==> src/rtl/eic_prio_scheduler_if.sv <==
// Peripheral bus bundle for the external-interrupt priority scheduler.
// Bus width and access-size encodings are shared by every user of this bus.

`ifndef BUS_WIDTH
`define BUS_WIDTH 32
`endif
`ifndef BUS_ACC_WIDTH
`define BUS_ACC_WIDTH 2
`endif
`ifndef BUS_ACC_1B
`define BUS_ACC_1B 2'd0
`endif
`ifndef BUS_ACC_2B
`define BUS_ACC_2B 2'd1
`endif
`ifndef BUS_ACC_4B
`define BUS_ACC_4B 2'd2
`endif

interface eic_prio_scheduler_if;
  logic [3:0]                  addr;
  logic                        w_rb;
  logic [`BUS_ACC_WIDTH-1:0]   acc;
  logic [`BUS_WIDTH-1:0]       rdata;
  logic [`BUS_WIDTH-1:0]       wdata;
  logic                        req;
  logic                        resp;
  logic                        fault;

  modport master (
    output addr, w_rb, acc, wdata, req,
    input  rdata, resp, fault
  );

  modport slave (
    input  addr, w_rb, acc, wdata, req,
    output rdata, resp, fault
  );
endinterface

==> src/rtl/eic_prio_scheduler.sv <==
// Edge-latched, enable-masked interrupt sources arbitrated by programmable priority
// and presented to the core as one trigger with a trigger/handled handshake.

`ifndef BUS_WIDTH
`define BUS_WIDTH 32
`endif
`ifndef BUS_ACC_4B
`define BUS_ACC_4B 2'd2
`endif

module eic_prio_scheduler #(
  parameter int unsigned SRC_NUM = 8,
  parameter int unsigned PRIO_W  = 2
) (
  input  logic                 clk,
  input  logic                 rst,
  input  logic [SRC_NUM-1:0]   ext_int_from,
  output logic                 ext_int_trigger,
  input  logic                 ext_int_handled,
  eic_prio_scheduler_if.slave  bus
);

  localparam int unsigned ID_W      = 4;
  localparam int unsigned PRIO_BITS = SRC_NUM * PRIO_W;
  localparam int unsigned BW        = `BUS_WIDTH;

  localparam logic [1:0] REG_PEND  = 2'd0;
  localparam logic [1:0] REG_EN    = 2'd1;
  localparam logic [1:0] REG_PRIO  = 2'd2;
  localparam logic [1:0] REG_CLAIM = 2'd3;

  typedef enum logic [1:0] {
    IDLE   = 2'd0,
    ARB    = 2'd1,
    SIGNAL = 2'd2
  } state_t;

  state_t               state;
  state_t               state_next;
  logic [SRC_NUM-1:0]   pending;
  logic [SRC_NUM-1:0]   pending_next;
  logic [SRC_NUM-1:0]   enable;
  logic [SRC_NUM-1:0]   prev;
  logic [PRIO_BITS-1:0] prio;
  logic [ID_W-1:0]      win_id;

  logic [SRC_NUM-1:0]   pulse;
  logic [SRC_NUM-1:0]   elig;
  logic [SRC_NUM-1:0]   win_mask;
  logic [SRC_NUM-1:0]   w1c_mask;
  logic [SRC_NUM-1:0]   hnd_mask;
  logic [ID_W-1:0]      arb_id;
  logic [PRIO_W-1:0]    best_prio;
  logic                 found;
  logic                 trigger_next;
  logic                 latch_win;
  logic                 handled_clr;

  logic                 legal;
  logic                 wr_en;
  logic                 rd_en;
  logic [BW-1:0]        rd_mux;
  logic                 unused_wdata;

  assign pulse    = ext_int_from & ~prev;
  assign elig     = pending & enable;
  assign win_mask = SRC_NUM'(1'b1) << win_id;

  // Highest priority wins; strict compare keeps the lowest index on ties.
  always_comb begin
    arb_id    = '0;
    best_prio = '0;
    found     = 1'b0;
    for (int unsigned i = 0; i < SRC_NUM; i++) begin
      if (elig[i] && (!found || (prio[i*PRIO_W +: PRIO_W] > best_prio))) begin
        found     = 1'b1;
        best_prio = prio[i*PRIO_W +: PRIO_W];
        arb_id    = ID_W'(i);
      end
    end
  end

  always_comb begin
    state_next   = state;
    trigger_next = 1'b0;
    latch_win    = 1'b0;
    handled_clr  = 1'b0;
    case (state)
      IDLE: begin
        if (|elig) state_next = ARB;
      end
      ARB: begin
        if (|elig) begin
          latch_win    = 1'b1;
          trigger_next = 1'b1;
          state_next   = SIGNAL;
        end else begin
          state_next = IDLE;
        end
      end
      SIGNAL: begin
        if (ext_int_handled) begin
          handled_clr = 1'b1;
          state_next  = IDLE;
        end else if (!(|(pending & win_mask)) || !(|(enable & win_mask))) begin
          // Software withdrew the winner before the core acknowledged it.
          state_next = IDLE;
        end else begin
          trigger_next = 1'b1;
        end
      end
      default: state_next = IDLE;
    endcase
  end

  // Bus decode: only aligned word accesses are legal, and CLAIM is read-only.
  assign legal = (bus.acc == `BUS_ACC_4B) && (bus.addr[1:0] == 2'b00) &&
                 !(bus.w_rb && (bus.addr[3:2] == REG_CLAIM));
  assign bus.fault = bus.req && !legal;
  assign wr_en     = bus.req && legal && bus.w_rb;
  assign rd_en     = bus.req && legal && !bus.w_rb;

  assign w1c_mask = (wr_en && (bus.addr[3:2] == REG_PEND)) ? bus.wdata[SRC_NUM-1:0] : '0;
  assign hnd_mask = handled_clr ? win_mask : '0;
  // A new edge on a source beats any clear landing in the same cycle.
  assign pending_next = (pending & ~(w1c_mask | hnd_mask)) | pulse;

  always_comb begin
    rd_mux = '0;
    case (bus.addr[3:2])
      REG_PEND:  rd_mux = BW'(pending);
      REG_EN:    rd_mux = BW'(enable);
      REG_PRIO:  rd_mux = BW'(prio);
      REG_CLAIM: begin
        rd_mux[BW-1]     = (state == SIGNAL);
        rd_mux[ID_W-1:0] = win_id;
      end
      default:   rd_mux = '0;
    endcase
  end

  assign unused_wdata = ^bus.wdata;

  always_ff @(posedge clk) begin
    if (rst) state <= IDLE;
    else     state <= state_next;
  end

  always_ff @(posedge clk) begin
    if (rst) begin
      prev            <= '0;
      pending         <= '0;
      enable          <= '0;
      prio            <= '0;
      win_id          <= '0;
      ext_int_trigger <= 1'b0;
      bus.resp        <= 1'b0;
      bus.rdata       <= '0;
    end else begin
      prev            <= ext_int_from;
      pending         <= pending_next;
      ext_int_trigger <= trigger_next;
      bus.resp        <= bus.req && legal;
      if (latch_win) win_id <= arb_id;
      if (wr_en && (bus.addr[3:2] == REG_EN))   enable <= bus.wdata[SRC_NUM-1:0];
      if (wr_en && (bus.addr[3:2] == REG_PRIO)) prio   <= bus.wdata[PRIO_BITS-1:0];
      if (rd_en) bus.rdata <= rd_mux;
    end
  end

endmodule

==> src/flat_wrapper.sv <==
// flat-port wrapper written by rule: the top's interface ports become plain ports
module eic_prio_scheduler_flat 
#(
  parameter int unsigned SRC_NUM = 8,
  parameter int unsigned PRIO_W  = 2
)
  (clk, rst, ext_int_from, ext_int_trigger, ext_int_handled, bus_addr, bus_w_rb, bus_acc, bus_wdata, bus_req, bus_rdata, bus_resp, bus_fault);
  eic_prio_scheduler_if bus_i ();
  input  logic clk;
  input  logic rst;
  input  logic [SRC_NUM-1:0] ext_int_from;
  output logic ext_int_trigger;
  input  logic ext_int_handled;
  input wire logic [$bits(bus_i.addr)-1:0] bus_addr;
  input wire logic [$bits(bus_i.w_rb)-1:0] bus_w_rb;
  input wire logic [$bits(bus_i.acc)-1:0] bus_acc;
  input wire logic [$bits(bus_i.wdata)-1:0] bus_wdata;
  input wire logic [$bits(bus_i.req)-1:0] bus_req;
  output wire logic [$bits(bus_i.rdata)-1:0] bus_rdata;
  output wire logic [$bits(bus_i.resp)-1:0] bus_resp;
  output wire logic [$bits(bus_i.fault)-1:0] bus_fault;
  assign bus_i.addr = bus_addr;
  assign bus_i.w_rb = bus_w_rb;
  assign bus_i.acc = bus_acc;
  assign bus_i.wdata = bus_wdata;
  assign bus_i.req = bus_req;
  assign bus_rdata = bus_i.rdata;
  assign bus_resp = bus_i.resp;
  assign bus_fault = bus_i.fault;
  eic_prio_scheduler #(.SRC_NUM(SRC_NUM), .PRIO_W(PRIO_W)) u_core (.clk(clk), .rst(rst), .ext_int_from(ext_int_from), .ext_int_trigger(ext_int_trigger), .ext_int_handled(ext_int_handled), .bus(bus_i));
endmodule
==> config.mk <==
export PLATFORM = sky130hd
export DESIGN_NAME = eic_prio_scheduler_flat
export DESIGN_NICKNAME = d
export VERILOG_FILES = /design/src/rtl/eic_prio_scheduler_if.sv /design/src/rtl/eic_prio_scheduler.sv /design/src/flat_wrapper.sv
export SDC_FILE = /design/constraint.sdc
export NUM_CORES = 1
export LEC_CHECK = 0
export CORE_MARGIN = 2
export CORE_UTILIZATION = 40
export CTS_BUF_LIST = sky130_fd_sc_hd__clkbuf_8
export DETAILED_ROUTE_END_ITERATION = 16
export PLACE_DENSITY = 0.76
export SLEW_MARGIN = 30
export SYNTH_ARGS = -nofsm -noshare
export SYNTH_HDL_FRONTEND = slang
export SYNTH_SLANG_ARGS = --single-unit
==> constraint.sdc <==
create_clock -name clk -period 22.2 [get_ports clk]
set_input_delay 6.66 -clock clk [delete_from_list [all_inputs] [get_ports clk]]
set_output_delay 6.66 -clock clk [all_outputs]
set_load 0.01 [all_outputs]
==> results of run 1 <==
## power groups by stage
stage / Sequential [mW] / Combinational [mW] / Clock (mW)
final: 0.120 / 0.0175 / 0.100
after global routing: 0.120 / 0.0193 / 0.108
after CTS: 0.120 / 0.0176 / 0.101
after detailed placement: 0.122 / 0.0176 / 0
after global placement: 0.122 / 0.0171 / 0
after floorplan: 0.121 / 0.0105 / 0
## registers in the layout (all words and copies together) (netlist names)
name / cells
u_core.bus.rdata: 17
u_core.bus.resp: 1
u_core.enable: 8
u_core.ext_int_trigger: 1
u_core.pending: 8
u_core.prev: 8
u_core.prio: 16
u_core.state: 2
u_core.win_id: 3
## synthesized netlist by cell type (3+ instances only)
library cell	count	area, um^2
a21oi_1	19	95.1
inv_1	21	78.8
a21o_1	4	30.0
o2111ai_1	7	61.3
buf_2	3	15.0
o21ai_0	15	75.1
nor2b_1	10	62.6
buf_4	16	120
a221oi_1	3	26.3
nor2_1	57	214
a211oi_1	6	45.0
mux2i_1	32	320
nand2_1	46	173
nor3_1	5	25.0
o22ai_1	3	18.8
ha_1	13	163
and2_1	5	31.3
clkbuf_1	9	33.8
nand3_1	15	75.1
nand4_1	3	18.8
dfxtp_1	64	1280
## kinds of logic after synthesis
kind of cell	Yosys count	synth area share (%)
simple gates	156	20.5
compound gates	85	17.9
flops	64	36.7
buf+inv	53	7.95
mux	38	12.2
fa+ha+maj	13	4.66
other cells	1	0.107
## worst max-delay path: stages
cell	delay [ns]
clkdlybuf4s50_1	0.90
a31oi_2	0.22
nor2b_1	0.14
clkdlybuf4s50_1	0.54
## cell type report
type	count	area, um^2	share of cell area [%]
Tap cell	108	135	3.19
Multi-Input combinational cell	307	1990	47.1
Timing Repair Buffer	55	548	12.9
Clock buffer	10	138	3.25
Clock inverter	6	60.1	1.42
Inverter	21	78.8	1.86
Sequential cell	64	1280	30.3
## per-layer routing
layer | global-route usage [%] | share of wire [%] | vias up
li1 | - | - | 1515
met1 | 23.6 | 45 | 1427
met2 | 28.6 | 46 | 131
met3 | 4.32 | 7.5 | 14
met4 | 6.62 | 1.4 | 0
met5 | 0 | 0 | -
## layout by cell type, fill, tap and decap left out, types with 9 or more instances in the layout
| master | netlist | layout |
|---|---|---|
| a21oi_1 | 19 | 19 |
| clkbuf_8 | 0 | 10 |
| clkdlybuf4s50_1 | 0 | 54 |
| conb_1 | 1 | 15 |
| dfxtp_1 | 64 | 64 |
| ha_1 | 13 | 13 |
| inv_1 | 21 | 22 |
| mux2i_1 | 32 | 32 |
| nand2_1 | 46 | 46 |
| nand3_1 | 15 | 15 |
| nor2_1 | 57 | 57 |
| nor2b_1 | 10 | 9 |
| o21ai_0 | 15 | 15 |
## through the flow
step | area (um^2) | setup slack, ns | power (mW) | hold WS [ns]
finish | 4230 | 7.08 | 0.238 | 0.413
CTS | 4230 | 7.08 | 0.238 | 0.416
global placement | 4030 | 7.08 | 0.140 | 0.401
global route | 4230 | 6.93 | 0.247 | 0.449
floorplan | 3540 | 8.05 | 0.132 | 0.399
detailed placement | 4030 | 7.07 | 0.140 | 0.406
## path summary, 6_finish.rpt
path / from / to / cells past startpoint
worst max-delay path: bus_addr[2] / bus_fault / 4
worst min register to register: u_core.prev[4]$_SDFF_PP0_ / u_core.pending[4]$_SDFF_PP0_ / 1
worst min-delay path: u_core.prev[4]$_SDFF_PP0_ / u_core.pending[4]$_SDFF_PP0_ / 1
worst max register to register: u_core.enable[0]$_SDFFE_PP0P_ / u_core.win_id[0]$_SDFFE_PP0P_ / 44
==> results.md, run 1 <==
| Parameter | Reported |
|:---|:---|
| Portion of the post-synthesis area used by sequential elements | 36.7% |
| Internal power | 181 uW |
| Overall die width | 97.4 um |
| Final clock skew | 0.0108 ns |
| TNS Setup | 0 ns |
| Setup repair after global routing missed its margin | no |
| Share of power burned in combinational logic | 7.4% |
| Total gr overflow | 0 |
| Mean post-synth cell area | 8.52 um^2 |
| Starting Density | 40.6% |
| Max Buffers Root-to-Sink | 2 |
| Fin cells | 571 |
| Post-DR vias/cell | 5.41 |
| ANT nets after route | 0 |
| Number of H-tree levels | 3 |
| Mapped cell area | 3490 um^2 |
| Critical Path Start Type | input port |
| Count of mapped cells out of synthesis | 410 |
| Class of the most critical setup path | input port to output pin |
| Worst min-delay path category | flip-flop to flip-flop |
| Full die area | 9490 um^2 |
| Clock slew at the register clock pins of the worst setup and hold paths | 0.07 ns |
| Required time at the worst-slack endpoint | 15.54 ns |
| Max Fclk | 66.1 MHz |
| Fin util | 49.3% |
| Count of vias placed by the detailed router | 3087 |
| Post-synthesis to final-layout area growth | 21.2% |
| Count of TritonRoute iterations in the first routing pass | 5 |
| Count of maximum capacitance violations | 0 |
| Fill cell total of the finished layout | 814 |
| Global-route wire length before repair | 13900 um |
| Primary flip-flop cell chosen by synthesis mapping | dfxtp_1 |
| Synth Warn # | 0 |
| HPWL Detailed | 6070 um |
| Number of clock sinks seen by CTS | 64 |
| Sum of routed wire length over all layers | 8340 um |
| Run status | completed |
| Post-route DRC violation count | 0 |
| Final GP Congestion | 0.922 |
| Critical path fanouts, max | 13 |
| Pin count of the biggest net entering global routing | 50 |
| Vias in the first global route | 2898 |
| Overall track demand over capacity in global routing | 17.9% |
| Psw | 57.2 uW |
| Quantity of hold-fixing buffers added after cts | 0 |
| Power per unit of standard cell area | 56.2 nW/um^2 |
| Clock latency on the worst-skew pair | 0.35 ns |
| Static Leak | 1.64 nW |
| Switching portion of total power | 24.1% |
| Fraction of layout cells with a size suffix above 1 | 7.78% |
| Setup crit end kind | output pin |
| Post-placement cell count | 555 |
| Slew Limit Headroom | 54.3% |
| Post-CTS Resized | 0 |
| Sequential power share | 50.5% |
| Per-cell routed wire length | 14.6 um |
| Peak supply drop | 0.0393 mV |
| Buffer count from post-CTS setup fixing | 0 |
| Final hold violations | 0 |
| Period minus WS final | 15.12 ns |
| Number of buffers created by CTS | 9 |
| Finish-stage setup viols | 0 |
| Max-slew violations | 0 |
| Core Area | 8590 um^2 |
| Boundary Pins | 86 |
| Clock tree from TritonCTS | yes |
| Slew at the pin with the worst max-slew slack | 0.685 ns |
| Antenna cells | 0 |
| Synth async-reset ratio | 0% |
| CTS root buf | clkbuf_8 |
| Arrival time at the worst endpoint | 8.46 ns |
| Post-layout net count | 522 |
| Part of the total power dissipated in the clock network | 42.2% |
| Synthesis-stage register bit count | 64 |
| Overall die height | 97.4 um |
| Slack of the worst reg-to-reg path | 13.55 ns |
| EDFF count, synth | 0 |
| # port buffers | 54 |
| Number of design-rule violations left by the first detailed-router iteration | 274 |
| Number of distinct library cells after synthesis | 61 |
| Crit share post-route | 68.1% |
| # rows | 34 |
| Number of antenna violations at the first check in global routing | 0 |
Power figures use the tool's default switching activity.
==> inputs of run 2 (changes only) <==
==> constraint.sdc (replaced) <==
create_clock -name clk -period 15.3 [get_ports clk]
set_input_delay 4.59 -clock clk [delete_from_list [all_inputs] [get_ports clk]]
set_output_delay 4.59 -clock clk [all_outputs]
set_load 0.01 [all_outputs]
==> run 2 against run 1 <==
Net effect:
- sequential power grew 45%
- power is 52% higher
- largest power group unchanged
- utilization is 0.28 points higher
- critical endpoint unchanged
==> results.md, run 2 (same netlist as run 1, synthesis figures left out) <==
| Parameter | Reported | Change |
|:---|:---|:---|
| Biggest regs | u_core.bus.rdata (17), u_core.prio (16) |  |
| Commonest non-fill, non-tap cell in the layout | dfxtp_1 |  |
| Cell chain of the critical path | clkdlybuf4s50_1 > a31oi_2 > nor2b_1 > clkdlybuf4s50_1 |  |
| Sum of routed wire length over all layers | 8410 um | +0.94% |
| Clock tree from TritonCTS | yes |  |
| Number of H-tree levels | 3 | unchanged |
| Overall track demand over capacity in global routing | 18.2% | +0.30 points |
| CTS root buf | clkbuf_8 |  |
| Reg2Reg Capture Point | u_core.win_id[2]$_SDFFE_PP0P_ |  |
| Max-slew violations | 0 | unchanged |
| Part of the total power dissipated in the clock network | 44.7% | +2.5 points |
| Per-cell routed wire length | 14.7 um | +0.94% |
| Post-layout net count | 522 | unchanged |
| Setup crit end kind | output pin |  |
| Overall die width | 97.4 um | unchanged |
| Peak supply drop | 0.0668 mV | +70% |
| TNS Setup | 0 ns | unchanged |
| Cell repeated most along the worst path | clkdlybuf4s50_1 |  |
| Internal power | 279 uW | +54% |
| Number of antenna violations at the first check in global routing | 0 | unchanged |
| Post-DR vias/cell | 5.43 | +0.49% |
| Slew Limit Headroom | 52.9% | -1.3 points |
| Power per unit of standard cell area | 84.9 nW/um^2 | +51% |
| Most flops, register | u_core.bus.rdata |  |
| Max Buffers Root-to-Sink | 2 | unchanged |
| Share of power burned in combinational logic | 7.1% | -0.3 points |
| Pin count of the biggest net entering global routing | 50 | unchanged |
| Required time at the worst-slack endpoint | 10.71 ns | -4.83 ns |
| Period minus WS final | 11.00 ns |  |
| # port buffers | 54 | unchanged |
| Post-CTS Resized | 0 | unchanged |
| Timing startpoint of the critical path | bus_addr[2] |  |
| Buffer count from post-CTS setup fixing | 0 | unchanged |
| Psw | 82.8 uW | +45% |
| Slack of the worst reg-to-reg path | 6.78 ns | -6.77 ns |
| Class of the most critical setup path | input port to output pin |  |
| Crit path max-delay cell type | clkdlybuf4s50_1 |  |
| Count of vias placed by the detailed router | 3102 | +0.49% |
| Count of maximum capacitance violations | 0 | unchanged |
| Setup repair after global routing missed its margin | no |  |
| Static Leak | 1.65 nW | +0.38% |
| Overall die height | 97.4 um | unchanged |
| Highest-count cells in the layout ignoring fill and taps | dfxtp_1 (64), nor2_1 (57), clkdlybuf4s50_1 (54) |  |
| Full die area | 9490 um^2 | unchanged |
| Crit. path cell count | 4 | unchanged |
| Quantity of hold-fixing buffers added after cts | 0 | unchanged |
| Final hold violations | 0 | unchanged |
| Slew at the pin with the worst max-slew slack | 0.704 ns | +0.0185 ns |
| HPWL Detailed | 6090 um | +0.29% |
| Fraction of layout cells with a size suffix above 1 | 7.78% | unchanged |
| Crit path capture | bus_fault |  |
| Final GP Congestion | 0.903 | -2.0% |
| Crit path buf inv count | 2 | unchanged |
| Starting Density | 40.6% | unchanged |
| Post-route DRC violation count | 0 | unchanged |
| Number of design-rule violations left by the first detailed-router iteration | 228 | -17% |
| Run status | completed |  |
| Number of buffers created by CTS | 9 | unchanged |
| Core Area | 8590 um^2 | unchanged |
| Boundary Pins | 86 | unchanged |
| Vias in the first global route | 2972 | +2.6% |
| Clock slew at the register clock pins of the worst setup and hold paths | 0.07 ns | about the same |
| Worst min-delay path category | flip-flop to flip-flop |  |
| # rows | 34 | unchanged |
| Antenna cells | 0 | unchanged |
| Clock latency on the worst-skew pair | 0.35 ns | about the same |
| Critical Path Start Type | input port |  |
| Number of clock sinks seen by CTS | 64 | unchanged |
| Post-synthesis to final-layout area growth | 21.9% |  |
| Number of flip-flops under the largest register name | 17 | unchanged |
| Final clock skew | 0.0123 ns | +0.00143 ns |
| Global-route wire length before repair | 14100 um | +1.8% |
| Finish-stage setup viols | 0 | unchanged |
| Arrival time at the worst endpoint | 6.41 ns | -2.05 ns |
| Slowest Stage Delay on Critical Path | 0.92 ns | +0.02 ns |
| Post-route worst hold slack | 0.413 ns | +0.000133 ns |
| Count of TritonRoute iterations in the first routing pass | 5 | unchanged |
| ANT nets after route | 0 | unchanged |
| Reg-to-reg critical path startpoint | u_core.enable[0]$_SDFFE_PP0P_ |  |
| Worst reg2reg path depth | 44 | unchanged |
| Max Fclk | 90.9 MHz |  |
| Crit share post-route | 71.9% |  |
| Sequential power share | 48.2% | -2.3 points |
| Cell type group with the largest total delay on the critical path | buffers and inverters |  |
| Critical path fanouts, max | 13 | unchanged |
| Switching portion of total power | 22.9% | -1.1 points |
| Total gr overflow | 0 | unchanged |
| Fill cell total of the finished layout | 823 | +1.1% |
-- run 2: cell count changes in the layout (fill, tap and decap cells not counted), sizes merged --
cell / previous run / this run
clkinvlp: 1 / 2
bufinv: 1 / 2
clkinv: 3 / 1
-- run 2: power by group through the flow --
| stage | registers (mW) | clock network [mW] | logic, mW |
|---|---|---|---|
| 6_report | 0.174 | 0.161 | 0.0257 |
| 5_1_grt | 0.175 | 0.173 | 0.0283 |
| 4_1_cts | 0.174 | 0.164 | 0.0256 |
| 3_5_place_dp | 0.178 | 0 | 0.0255 |
| 3_3_place_gp | 0.178 | 0 | 0.0249 |
| 2_1_floorplan | 0.176 | 0 | 0.0152 |
-- run 2: cell type report --
cell class,count,area (um^2),share of cell area [%]
clock buffer,10,138,3.23
clock inverter,6,83.8,1.97
inverter,21,78.8,1.85
multi-input combinational,307,1990,46.8
sequential,64,1280,30.1
tap,108,135,3.17
timing repair buffer,55,548,12.9
-- run 2: metal layers --
layer,up-vias,track usage [%],wire length [um]
met3,17,4.03,542
met1,1443,23.7,3880
li1,1522,-,-
met4,0,7.48,150
met2,120,29.3,3840
met5,-,0,0
-- run 2: per-stage QoR --
step	cell area (um^2)	util, %	instances	power (mW)	setup slack, ns
floorplan	3540	-	424	0.191	5.29
global placement	4030	46.9	555	0.203	4.32
detailed placement	4030	46.9	555	0.203	4.29
CTS	4260	49.5	571	0.363	4.30
global route	4260	49.5	571	0.376	4.13
finish	4260	49.5	571	0.361	4.30
-- run 2: worst reg2reg max path: cells and delay by family, from the launching register on --
family	cells	cell delay, ns
multiplexers	1	0.32
AO/OA/AOI/OAI	20	3.88
adder cells (fa/ha/maj)	7	1.95
flip-flops	1	0.46
buffers and inverters	1	0.07
AND/OR/NAND/NOR	15	1.68
-- run 2: worst min path at each step --
stage	from	end	slack (ns)	cells past startpoint
2_1_floorplan	u_core.prev[1]$_SDFF_PP0_	u_core.pending[1]$_SDFF_PP0_	0.40	1
3_3_place_gp	u_core.prev[1]$_SDFF_PP0_	u_core.pending[1]$_SDFF_PP0_	0.40	1
3_5_place_dp	u_core.prev[4]$_SDFF_PP0_	u_core.pending[4]$_SDFF_PP0_	0.41	1
4_1_cts	u_core.prev[4]$_SDFF_PP0_	u_core.pending[4]$_SDFF_PP0_	0.42	1
5_1_grt	u_core.prev[1]$_SDFF_PP0_	u_core.pending[1]$_SDFF_PP0_	0.44	1
6_report	u_core.prev[4]$_SDFF_PP0_	u_core.pending[4]$_SDFF_PP0_	0.41	1
